### config.mk
export PLATFORM = sky130hd
export DESIGN_NAME = ysyx_25040111_wbu
export DESIGN_NICKNAME = d
export VERILOG_FILES = /design/src/rtl/ysyx_25040111_pkg.sv /design/src/rtl/ysyx_25040111_scoreboard.sv /design/src/rtl/ysyx_25040111_wbu.sv
export SDC_FILE = /design/constraint.sdc
export NUM_CORES = 1
export LEC_CHECK = 0
export CAP_MARGIN = 20
export CORE_MARGIN = 4
export CORE_UTILIZATION = 42
export DETAILED_ROUTE_END_ITERATION = 16
export GPL_ROUTABILITY_DRIVEN = 0
export PLACE_DENSITY = 0.9
export SYNTH_ARGS = -nofsm -noshare
export SYNTH_HDL_FRONTEND = slang
export SYNTH_SLANG_ARGS = --single-unit
### constraint.sdc
create_clock -name clock -period 2.25 [get_ports clock]
set_input_delay 0.45 -clock clock [delete_from_list [all_inputs] [get_ports clock]]
set_output_delay 0.45 -clock clock [all_outputs]
set_load 0.005 [all_outputs]
### src/rtl/ysyx_25040111_pkg.sv
// Shared types and sizes for the writeback unit and its scoreboard.
// Optional feature macro used by the top level: YSYX_25040111_WBU_PERF_EN.
package ysyx_25040111_pkg;

  localparam int XLEN   = 32;
  localparam int NR_REG = 16;
  localparam int AW     = 4;

  typedef enum logic {
    SRC_EXU = 1'b0,
    SRC_LSU = 1'b1
  } src_e;

  typedef struct packed {
    logic [AW-1:0]   rd;
    logic [XLEN-1:0] data;
  } wb_req_t;

  // A register reads as busy only while its write has not reached the RF port.
  function automatic logic busy_lookup(
    input logic [NR_REG-1:0] sb,
    input logic [AW-1:0]     a,
    input logic              fwd_en,
    input logic [AW-1:0]     fwd_addr
  );
    return (a != '0) && sb[a] && !(fwd_en && (fwd_addr == a));
  endfunction

endpackage

### src/rtl/ysyx_25040111_scoreboard.sv
// Pending-write scoreboard with forward-masked busy lookups.
// Set wins over clear on the same register; entry 0 never holds a bit.
module ysyx_25040111_scoreboard
  import ysyx_25040111_pkg::*;
(
  input  logic              clock,
  input  logic              reset_n,
  input  logic              set_en,
  input  logic [AW-1:0]     set_addr,
  input  logic              clr_en,
  input  logic [AW-1:0]     clr_addr,
  input  logic [AW-1:0]     ars1,
  input  logic [AW-1:0]     ars2,
  input  logic [1:0]        ren,
  input  logic [AW-1:0]     qrd,
  output logic              rs1_busy,
  output logic              rs2_busy,
  output logic              rd_busy,
  output logic [NR_REG-1:0] sb
);

  logic [NR_REG-1:0] sb_q;
  logic [NR_REG-1:0] sb_d;

  always_comb begin
    sb_d = sb_q;
    if (clr_en) sb_d[clr_addr] = 1'b0;
    if (set_en) sb_d[set_addr] = 1'b1;
    sb_d[0] = 1'b0;
  end

  always_ff @(posedge clock or negedge reset_n) begin
    if (!reset_n) sb_q <= '0;
    else          sb_q <= sb_d;
  end

  always_comb begin
    rs1_busy = ren[0] && busy_lookup(sb_q, ars1, clr_en, clr_addr);
    rs2_busy = ren[1] && busy_lookup(sb_q, ars2, clr_en, clr_addr);
    rd_busy  = busy_lookup(sb_q, qrd, clr_en, clr_addr);
  end

  assign sb = sb_q;

endmodule

### src/rtl/ysyx_25040111_wbu.sv
// Writeback unit: round-robin EXU/LSU arbiter, one-cycle RF write stage.
// Define YSYX_25040111_WBU_PERF_EN to add the writeback/conflict counters.
module ysyx_25040111_wbu
  import ysyx_25040111_pkg::*;
(
  input  logic            clock,
  input  logic            reset_n,
  input  logic            iss_valid,
  input  logic [AW-1:0]   iss_rd,
  input  logic            exu_valid,
  output logic            exu_ready,
  input  logic [AW-1:0]   exu_rd,
  input  logic [XLEN-1:0] exu_data,
  input  logic            lsu_valid,
  output logic            lsu_ready,
  input  logic [AW-1:0]   lsu_rd,
  input  logic [XLEN-1:0] lsu_data,
  input  logic [AW-1:0]   dec_ars1,
  input  logic [AW-1:0]   dec_ars2,
  input  logic [1:0]      dec_ren,
  output logic            rs1_busy,
  output logic            rs2_busy,
  output logic            rd_busy,
`ifdef YSYX_25040111_WBU_PERF_EN
  output logic [31:0]     perf_wb_cnt,
  output logic [31:0]     perf_conflict_cnt,
`endif
  output logic            rf_wen,
  output logic [AW-1:0]   rf_waddr,
  output logic [XLEN-1:0] rf_wdata
);

  src_e            last_q, last_d;
  logic            rf_wen_q, rf_wen_d;
  logic [AW-1:0]   rf_waddr_q, rf_waddr_d;
  logic [XLEN-1:0] rf_wdata_q, rf_wdata_d;

  logic            both;
  logic            gnt_lsu;
  logic            gnt_exu;
  wb_req_t         sel;
  logic            acc;
  logic [NR_REG-1:0] sb;

  // Ready is a pure grant: the RF port never back-pressures.
  always_comb begin
    both    = exu_valid && lsu_valid;
    gnt_lsu = lsu_valid && (!exu_valid || (last_q == SRC_EXU));
    gnt_exu = exu_valid && !gnt_lsu;
    acc     = gnt_lsu || gnt_exu;
    last_d  = last_q;
    if (both) last_d = gnt_lsu ? SRC_LSU : SRC_EXU;
  end

  always_comb begin
    sel = '{rd: rf_waddr_q, data: rf_wdata_q};
    unique case (1'b1)
      gnt_lsu: sel = '{rd: lsu_rd, data: lsu_data};
      gnt_exu: sel = '{rd: exu_rd, data: exu_data};
      default: ;
    endcase
  end

  always_comb begin
    rf_wen_d   = acc && (sel.rd != '0);
    rf_waddr_d = sel.rd;
    rf_wdata_d = sel.data;
  end

  always_ff @(posedge clock or negedge reset_n) begin
    if (!reset_n) begin
      last_q     <= SRC_EXU;
      rf_wen_q   <= 1'b0;
      rf_waddr_q <= '0;
      rf_wdata_q <= '0;
    end else begin
      last_q     <= last_d;
      rf_wen_q   <= rf_wen_d;
      rf_waddr_q <= rf_waddr_d;
      rf_wdata_q <= rf_wdata_d;
    end
  end

  assign exu_ready = gnt_exu;
  assign lsu_ready = gnt_lsu;
  assign rf_wen    = rf_wen_q;
  assign rf_waddr  = rf_waddr_q;
  assign rf_wdata  = rf_wdata_q;

  ysyx_25040111_scoreboard u_sb (
    .clock    (clock),
    .reset_n  (reset_n),
    .set_en   (iss_valid && (iss_rd != '0)),
    .set_addr (iss_rd),
    .clr_en   (rf_wen_q),
    .clr_addr (rf_waddr_q),
    .ars1     (dec_ars1),
    .ars2     (dec_ars2),
    .ren      (dec_ren),
    .qrd      (iss_rd),
    .rs1_busy (rs1_busy),
    .rs2_busy (rs2_busy),
    .rd_busy  (rd_busy),
    .sb       (sb)
  );

`ifdef YSYX_25040111_WBU_PERF_EN
  logic [31:0] wb_cnt_q, wb_cnt_d;
  logic [31:0] cf_cnt_q, cf_cnt_d;

  always_comb begin
    wb_cnt_d = wb_cnt_q + {31'd0, rf_wen_q};
    cf_cnt_d = cf_cnt_q + {31'd0, both};
  end

  always_ff @(posedge clock or negedge reset_n) begin
    if (!reset_n) begin
      wb_cnt_q <= '0;
      cf_cnt_q <= '0;
    end else begin
      wb_cnt_q <= wb_cnt_d;
      cf_cnt_q <= cf_cnt_d;
    end
  end

  assign perf_wb_cnt       = wb_cnt_q;
  assign perf_conflict_cnt = cf_cnt_q;
`endif

  a_no_waw_issue: assert property (
    @(posedge clock) disable iff (!reset_n)
    !(iss_valid && rd_busy));

  a_exu_rd_pending: assert property (
    @(posedge clock) disable iff (!reset_n)
    (exu_valid && (exu_rd != '0)) |-> sb[exu_rd]);

  a_lsu_rd_pending: assert property (
    @(posedge clock) disable iff (!reset_n)
    (lsu_valid && (lsu_rd != '0)) |-> sb[lsu_rd]);

  a_exu_stable: assert property (
    @(posedge clock) disable iff (!reset_n)
    (exu_valid && !exu_ready) |=>
      (exu_valid && $stable(exu_rd) && $stable(exu_data)));

  a_lsu_stable: assert property (
    @(posedge clock) disable iff (!reset_n)
    (lsu_valid && !lsu_ready) |=>
      (lsu_valid && $stable(lsu_rd) && $stable(lsu_data)));

endmodule

* After elaboration in Yosys (flattened, before gate mapping) *
Index checks and enable logic that the tools add are counted.

cells by class
  add/subtract/negate cells = 0
  multiply operators = 0
  div/mod/pow operators = 0
  $lt $le $gt $ge = 6
  eq/ne operators = 3
  shift operators = 0
  mux-type cells = 14
  bitwise operators = 4
  reduce and logical (&&, ||, !) cells = 30

operator list
  operator            number
  $pmux 36 s2         1
  $mux 16             2
  $lt 4x5->1 const B  4
  $logic_and 1x1->1   18
  $and 16x16->16      1
  $not 16->16         1
  $or 16x16->16       1
  $reduce_bool 4->1   4
  $bmux 1 s4          3
  $eq 4x4->1          3
  $demux 1 s4         2
  $ge 4x1->1 const B  2
  $mux 1              6
  $logic_not 1->1     5
  $logic_or 1x1->1    2
  $reduce_bool 2->1   1
  $not 1->1           1

storage, ports and cells
  flip-flop bits (word level) = 53
  latch bits = 0
  bits in writable memories = 0
  bits in read-only memories = 0
  bits of input ports = 91
  output and inout port bits = 42
  word-level logic and storage cells = 62
  memories kept = 0

* Longest topological paths before layout *
Gate-level depths: netlist of the first run.

  word-level depth = 9
  depth in mapped cells = 6
  gate-level depth less buffers = 5

* Hierarchy *
Synthesis of the first run repeated with hierarchy kept, for this count alone.

unflattened totals
  cell total of the unflattened synthesis = 304
  area total of the unflattened synthesis = 3035.4 µm²

modules (own cells, without submodules)
  module                    times used  cells each  area each (µm²)  sequential area each (µm²)
  ysyx_25040111_wbu         1           172         1809.2           950.9
  ysyx_25040111_scoreboard  1           132         1226.2           375.4

* Worst setup path before layout of the first run *
OpenSTA, ideal clock, no wires.

  path kind = input -> output
  start = input dec_ars1[0]
  end = output rs1_busy
  arrival = 1517 ps
  data required time = 1800 ps
  slack = 283 ps
  stages on the path = 5
  buffers on the path = 1
  cell sequence = buf_6 mux2i_1 mux4_2 nor2b_4 nor4_2

between the ends
  word-level cells in the longest chain between the ends = 5
  elaborated cells on any way between the ends = 9
  classes of those cells = eq/ne (1); mux (2); reduce/logical (6)

RTL lines
  item                                                                      line                            source
  from (decl)                                                               ysyx_25040111_wbu.sv:18         input logic [AW-1:0] dec_ars1,
  $bmux 1 s4 / $eq 4x4->1 (equally long branches)                           ysyx_25040111_pkg.sv:26         return (a != '0) && sb[a] && !(fwd_en && (fwd_addr == a));
  $mux 1 (implied by the code) / $logic_and 1x1->1 (equally long branches)  ysyx_25040111_pkg.sv:26
  $logic_and 1x1->1 / $logic_not 1->1 (equally long branches)               ysyx_25040111_pkg.sv:26
  $logic_and 1x1->1 (*)                                                     ysyx_25040111_pkg.sv:26
  $logic_and 1x1->1 (*)                                                     ysyx_25040111_scoreboard.sv:38  rs1_busy = ren[0] && busy_lookup(sb_q, ars1, clr_en, clr_addr);
  to (decl)                                                                 ysyx_25040111_wbu.sv:21         output logic rs1_busy,

Mark *: on every way between the ends. The rest lies on a longest branch, timed or not. The select of a mux whose other input is x is not followed.

* Final worst setup path of the first run *
  start = input exu_valid
  end = output lsu_ready

between the ends
  word-level cells in the longest chain between the ends = 3

RTL lines
  item               line                     source
  from (decl)        ysyx_25040111_wbu.sv:10  input logic exu_valid,
  $logic_not 1->1    ysyx_25040111_wbu.sv:48  gnt_lsu = lsu_valid && (!exu_valid || (last_q == SRC_EXU));
  $logic_or 1x1->1   ysyx_25040111_wbu.sv:48
  $logic_and 1x1->1  ysyx_25040111_wbu.sv:48
  to (decl)          ysyx_25040111_wbu.sv:15  output logic lsu_ready,

No other way between the ends.

==> metrics.txt, run 1 <==
Layout Cells excl Fill=526; drt drc=0; synthesized flop and latch total=53; syn_nets=387; HP Class=input pin to asynchronous set/reset pin; Critical Path Most Common Cell=clkdlybuf4s50_1; Relative slew margins=57.22%; Fmax achieved=around 450 MHz; crit path cell chain=clkdlybuf4s50_1, nand2_2, nand2_1, inv_1, clkdlybuf4s50_1; peak supply drop=0.4183 mV; CTS tree=done; leakage=1.884 nW; Die Area=0.008211 mm²; Distinct cells, synth=40; Startpoint Class=input pin; Post-Syn Area per Cell=~9.7 µm²; Post-synth EDFFs=0; Synth Instances=296; Worst R2R Start=last_q; synth cell count leaders=63 x nor2_1, 53 x dfrtp_1, 30 x o22ai_1; area of the core=0.006495 mm²; drt pass-1 iters=4; Via density=5.578; Synth area leaders=dfrtp_1 46%, nor2_1 8.2%, o22ai_1 6.5%, o21ai_0 4.5%, mux4_2 3.9%; register area share after synthesis=a little under half; nets=539; IO buf count=about 130; Via Count=2934; Total Wirelength=9397 µm; CP required=1800 ps; Slew @ Worst Pin=641.7 ps; Layout area overhead=57.84%; Hold Fails Final Rpt=0; n_diodes=0; Final Max Tran Viols=0; Max stage delay on crit path=580 ps; async set-or-reset flop fraction in the synthesized netlist=100.0%; largest net degree at the start of global routing=32; Crit Path Class=input pin to primary output; H-tree depth=2; Mapped Area=0.002866 mm²; Crit Path Max Fanout=4; status=finished, final reports clean; # hold bufs at CTS=0; max_cap viols=0; CP startpoint=exu_valid; clock-pin slew on the worst setup and hold paths=about 90 ps; DP Worst Slack=-767.0 ps; Initial Utilization=44.13%; Die X=90.62 µm; clk sinks=53; Ys Warns=0; FP Rows=29; Avg WL per Cell=between 15 and 20 µm; endpoints failing setup=0; first-pass GRT wire length=14970 µm; worst setup margin=between 40 and 50 ps; worst skew pair latency=290 ps; Initial DRC Count=about 190; cts bufs inserted=5; Clock Path Buffers=2; Fin Setup TNS=0 ps; Placed Cells=514; Antenna Nets Post-Route=0; most common flop cell mapped by yosys=dfrtp_1; fraction of layout cells with a size suffix above 1=17.59%; top-count cell post-synth=nor2_1; Yosys top cell area share=46.27%; buffers and inverters on the worst path=3; pwr dens=801.2 mW/mm²; period utilization=approximately 98%; Fin Clk Skew=6.435 ps; CP endpoint kind=primary output; Congestion Overflow GR=0; vias in the first global route=3114; delay-heaviest family, CP=buffers and inverters; biggest area consumer among synthesized cells=dfrtp_1; total power=3.625 mW; Overall Global Routing Usage=a little under a quarter; Final Critical Period=~2200 ps; Die Y=90.62 µm; IO Pins=133; crit path DAT=~1800 ps; initial antenna violation count=0; CP max-delay cell=clkdlybuf4s50_1; root buffer cell=clkbuf_8; hpwl dp=7527 µm
==> worst paths after layout <==
check	end	slack, ps	depth (start not counted)
worst min-delay path	rf_wdata[20]	170	1
min in group clock	rf_wdata[5]	510	2
max in group asynchronous	rf_waddr[2]	1500	2
worst min register to register	rf_wdata[5]	510	2
worst max register to register	rf_wen	650	5
worst max-delay path	lsu_ready	40	5
==> cells in the final DEF (no fill, tap or decap), drive strengths merged, types with 8 or more instances in the layout <==
cell | Yosys | routed
clkdlybuf4s50 | 0 | 117
nor2 | 63 | 63
dfrtp | 53 | 53
buf | 13 | 40
o22ai | 30 | 30
o21ai | 27 | 27
nand2 | 16 | 16
mux2i | 10 | 10
clkbuf | 8 | 9
mux4 | 8 | 8
==> logic make-up after synthesis <==
group                  Yosys count  share of synthesized area (%)
buffers and inverters           27                          5.063
multiplexers                    19                          10.56
AND/OR/NAND/NOR                108                          17.07
AO/OA/AOI/OAI                   77                          17.37
flip-flops                      53                          46.27
XOR/XNOR                        12                          3.666
==> state kept, by name, indices dropped and copies added, names as in the netlist <==
register,count
rf_wdata,32
rf_wen,1
rf_waddr,4
last_q,1
u_sb.sb,15
==> metrics by stage <==
step / instance area, µm² / util (%) / hold WS (ps)
finish: 4524 / 69.66 / 172.9
global route: 4524 / 69.66 / 205.4
CTS: 4507 / 69.39 / 185.0
detailed placement: 4402 / 67.77 / 481.7
global placement: 4402 / 67.77 / 471.0
floorplan: 2867 / - / 154.4
==> where the power goes <==
part | switching (mW) | internal, mW | leakage (nW) | total, mW
combinational | 0.632 | 0.938 | 1.25 | 1.57
sequential | 0.306 | 1.24 | 0.598 | 1.54
clock | 0.292 | 0.221 | 0.0385 | 0.512
total | 1.23 | 2.40 | 1.88 | 3.62
==> layout make-up <==
| type | instances | area [µm²] |
|---|---|---|
| Fill cell | 480 | 1971 |
| Timing Repair Buffer | 167 | 1572 |
| Multi-Input combinational cell | 216 | 1423 |
| Sequential cell | 53 | 1331 |
| Tap cell | 77 | 96.34 |
| Clock buffer | 7 | 76.32 |
| Inverter | 5 | 18.77 |
| Clock inverter | 1 | 7.507 |
==> routing by layer <==
metal	part of all wire, %	global-route usage (%)	vias to the layer above
met2	51	39.96	158
met4	2.5	10.08	0
met5	0	0	-
met3	9.7	7.333	18
li1	-	-	1366
met1	37	25.01	1392
==> timing repair <==
item / 4_1_cts / 5_1_grt
setup buffers: 3 / 1
endpoints found under the hold margin: 0 / 0
pin swaps: 2 / 3
endpoints found under the setup margin: 3 / 5
gates resized for setup: 35 / 14
gates cloned: 0 / 0
Power figures use the tool's default switching activity.
==> run 2: changes to the inputs <==
--- a/config.mk
+++ b/config.mk
@@ -6,10 +6,13 @@
 export NUM_CORES = 1
 export LEC_CHECK = 0
 export CAP_MARGIN = 20
+export CELL_PAD_IN_SITES_DETAIL_PLACEMENT = 0
+export CELL_PAD_IN_SITES_GLOBAL_PLACEMENT = 2
 export CORE_MARGIN = 4
-export CORE_UTILIZATION = 42
+export CORE_UTILIZATION = 24
 export DETAILED_ROUTE_END_ITERATION = 16
 export GPL_ROUTABILITY_DRIVEN = 0
+export MAX_ROUTING_LAYER = met4
 export PLACE_DENSITY = 0.9
 export SYNTH_ARGS = -nofsm -noshare
 export SYNTH_HDL_FRONTEND = slang
==> metrics.txt, run 2 (synthesis gave the netlist of run 1 again) <==
fraction of layout cells with a size suffix above 1=18.12% (+0.53 points); Clock Path Buffers=2 (unchanged); cts bufs inserted=5 (unchanged); Overall Global Routing Usage=15.22% (-7.5 points); P_int=2.693 mW (+12%); period utilization=102.4% (+4.2 points); IO buf count=132 (unchanged); HP Class=input pin to asynchronous set/reset pin; clk sinks=53 (unchanged); endpoints failing setup=1 (+1); CP endpoint kind=primary output; switching part of the total=33.19% (-0.74 points); peak supply drop=0.3327 mV (-20%); Fin Clk Skew=6.547 ps (+0.1115 ps); Via density=4.827 (-13%); Total Wirelength=10140 µm (+7.9%); Core Util, Final=41.39% (-28 points); H-tree depth=2 (unchanged); root buffer cell=clkbuf_16; violated checks=setup timing; # hold bufs at CTS=0 (unchanged); worst setup margin=-53.21 ps (-93.97 ps); leakage=1.971 nW (+4.6%); DP Worst Slack=-748.0 ps (+19.06 ps); IO Pins=133 (unchanged); CP startpoint=u_sb.sb[4]; pwr dens=842.0 mW/mm² (+5.1%); Antenna Nets Post-Route=0 (unchanged); first-pass GRT wire length=15600 µm (+4.2%); area of the core=0.01156 mm² (+78%); R2R Setup Slk=580 ps (-70 ps); drt pass-1 iters=4 (unchanged); Hold Fails Final Rpt=0 (unchanged); most common cell after layout, fill and taps aside=clkdlybuf4s50_1; worst skew pair latency=290 ps (about the same); nets=548 (+1.7%); max_cap viols=0 (unchanged); fill count=1179 (+150%); Slew @ Worst Pin=653.9 ps (+12.16 ps); FP Rows=39 (+34%); Switching Power=1.338 mW (+8.8%); Crit Path Class=register to primary output; Via Count=2901 (-1.1%); Initial DRC Count=96 (-50%); n_diodes=0 (unchanged); Die X=117.3 µm (+29%); Fmax achieved=434.2 MHz (-4.1%); Gate power share=41.7% (-1.6 points); Die Area=0.01376 mm² (+68%); Final Critical Period=2303 ps (+93.97 ps); CTS tree=done; most frequent cells in the layout=118 x clkdlybuf4s50_1, 63 x nor2_1, 51 x dfrtp_1; hpwl dp=7933 µm (+5.4%); total power=4.031 mW (+11%); initial antenna violation count=0 (unchanged); Startpoint Class=register; sequential power share=38.1% (-4.4 points); Worst R2R Start=rf_waddr[1]; Fin Setup TNS=-53.21 ps (-53.21 ps); Congestion Overflow GR=0 (unchanged); vias in the first global route=3091 (-0.74%); drt drc=0 (unchanged); unrepaired setup endpoints after global routing=true; Relative slew margins=56.41% (-0.81 points); clock share of power=20.2% (+6.1 points); clock-pin slew on the worst setup and hold paths=70 ps (-20 ps); Die Y=117.3 µm (+29%); Initial Utilization=24.79% (-19 points); CP required=1800 ps (about the same); worst hold slack=143.6 ps (-29.33 ps); Crit Path Max Fanout=2 (-2); Avg WL per Cell=16.87 µm (-5.6%); crit path DAT=1850 ps (+90 ps); number of flip-flops in the largest register=32 (unchanged); Layout area overhead=67.00%; status=finished with violations; largest net degree at the start of global routing=33 (+3.1%); Final Max Tran Viols=0 (unchanged)
==> run 2: cell count changes in the layout (fill, tap and decap cells not counted), sizes merged <==
cell	before	now
dlymetal6s2s	3	2
inv	5	6
dlygate4sd2	3	6
clkbuf	9	7
clkdlybuf4s50	117	118
buf	40	47
==> run 2: cell type report <==
| class | count | area, µm² | area share, % |
|---|---|---|---|
| Sequential cell | 53 | 1329 | 27.76 |
| Tap cell | 143 | 178.9 | 3.738 |
| Timing Repair Buffer | 176 | 1672 | 34.92 |
| Clock inverter | 2 | 16.27 | 0.3398 |
| Inverter | 5 | 18.77 | 0.3921 |
| Multi-Input combinational cell | 216 | 1434 | 29.95 |
| Clock buffer | 6 | 138.9 | 2.901 |
==> run 2: power groups by stage <==
stage               logic (mW)  registers (mW)  clock network, mW
global placement          1.60            1.53                  0
CTS                       1.70            1.53              0.854
global route              1.82            1.57              0.883
detailed placement        1.62            1.55                  0
floorplan                0.731            1.42                  0
finish                    1.68            1.54              0.813
==> run 2: worst paths after layout <==
path	end	cells after the start
max reg2reg	rf_wen	4
min in group clock	rf_wdata[5]	2
max	rd_busy	7
min reg2reg	rf_wdata[5]	2
max in group asynchronous	u_sb.sb[5]	2
min	u_sb.sb[1]	1
==> run 2: repair_timing <==
action / in CTS / in global routing
endpoints found under the hold margin: 0 / 0
pin swaps: 3 / 2
setup endpoints to repair: 4 / 4
setup buffers: 5 / 0
cloned: 0 / 0
resized for setup: 35 / 4
==> run 2: worst max-delay path, stage by stage, from the launching register on <==
cell and delay (ps):
dfrtp_1 410, buf_6 140, buf_6 100, mux4_2 430, mux2i_1 160, mux2i_1 100
o311a_1 110, buf_2 130
==> run 2: through the flow <==
| step | cells | cell area, µm² |
|---|---|---|
| 2_1_floorplan | 296 | 2867 |
| 6_report | 601 | 4787 |
| 3_5_place_dp | 588 | 4564 |
| 4_1_cts | 601 | 4780 |
| 3_3_place_gp | 588 | 4564 |
| 5_1_grt | 601 | 4787 |
==> run 2: routing by layer <==
layer	track usage, %	wire, µm	vias up
li1	-	-	1397
met1	16.56	4077	1376
met2	27.26	5226	109
met3	2.674	551	19
met4	6.269	284	0
met5	-	0	-
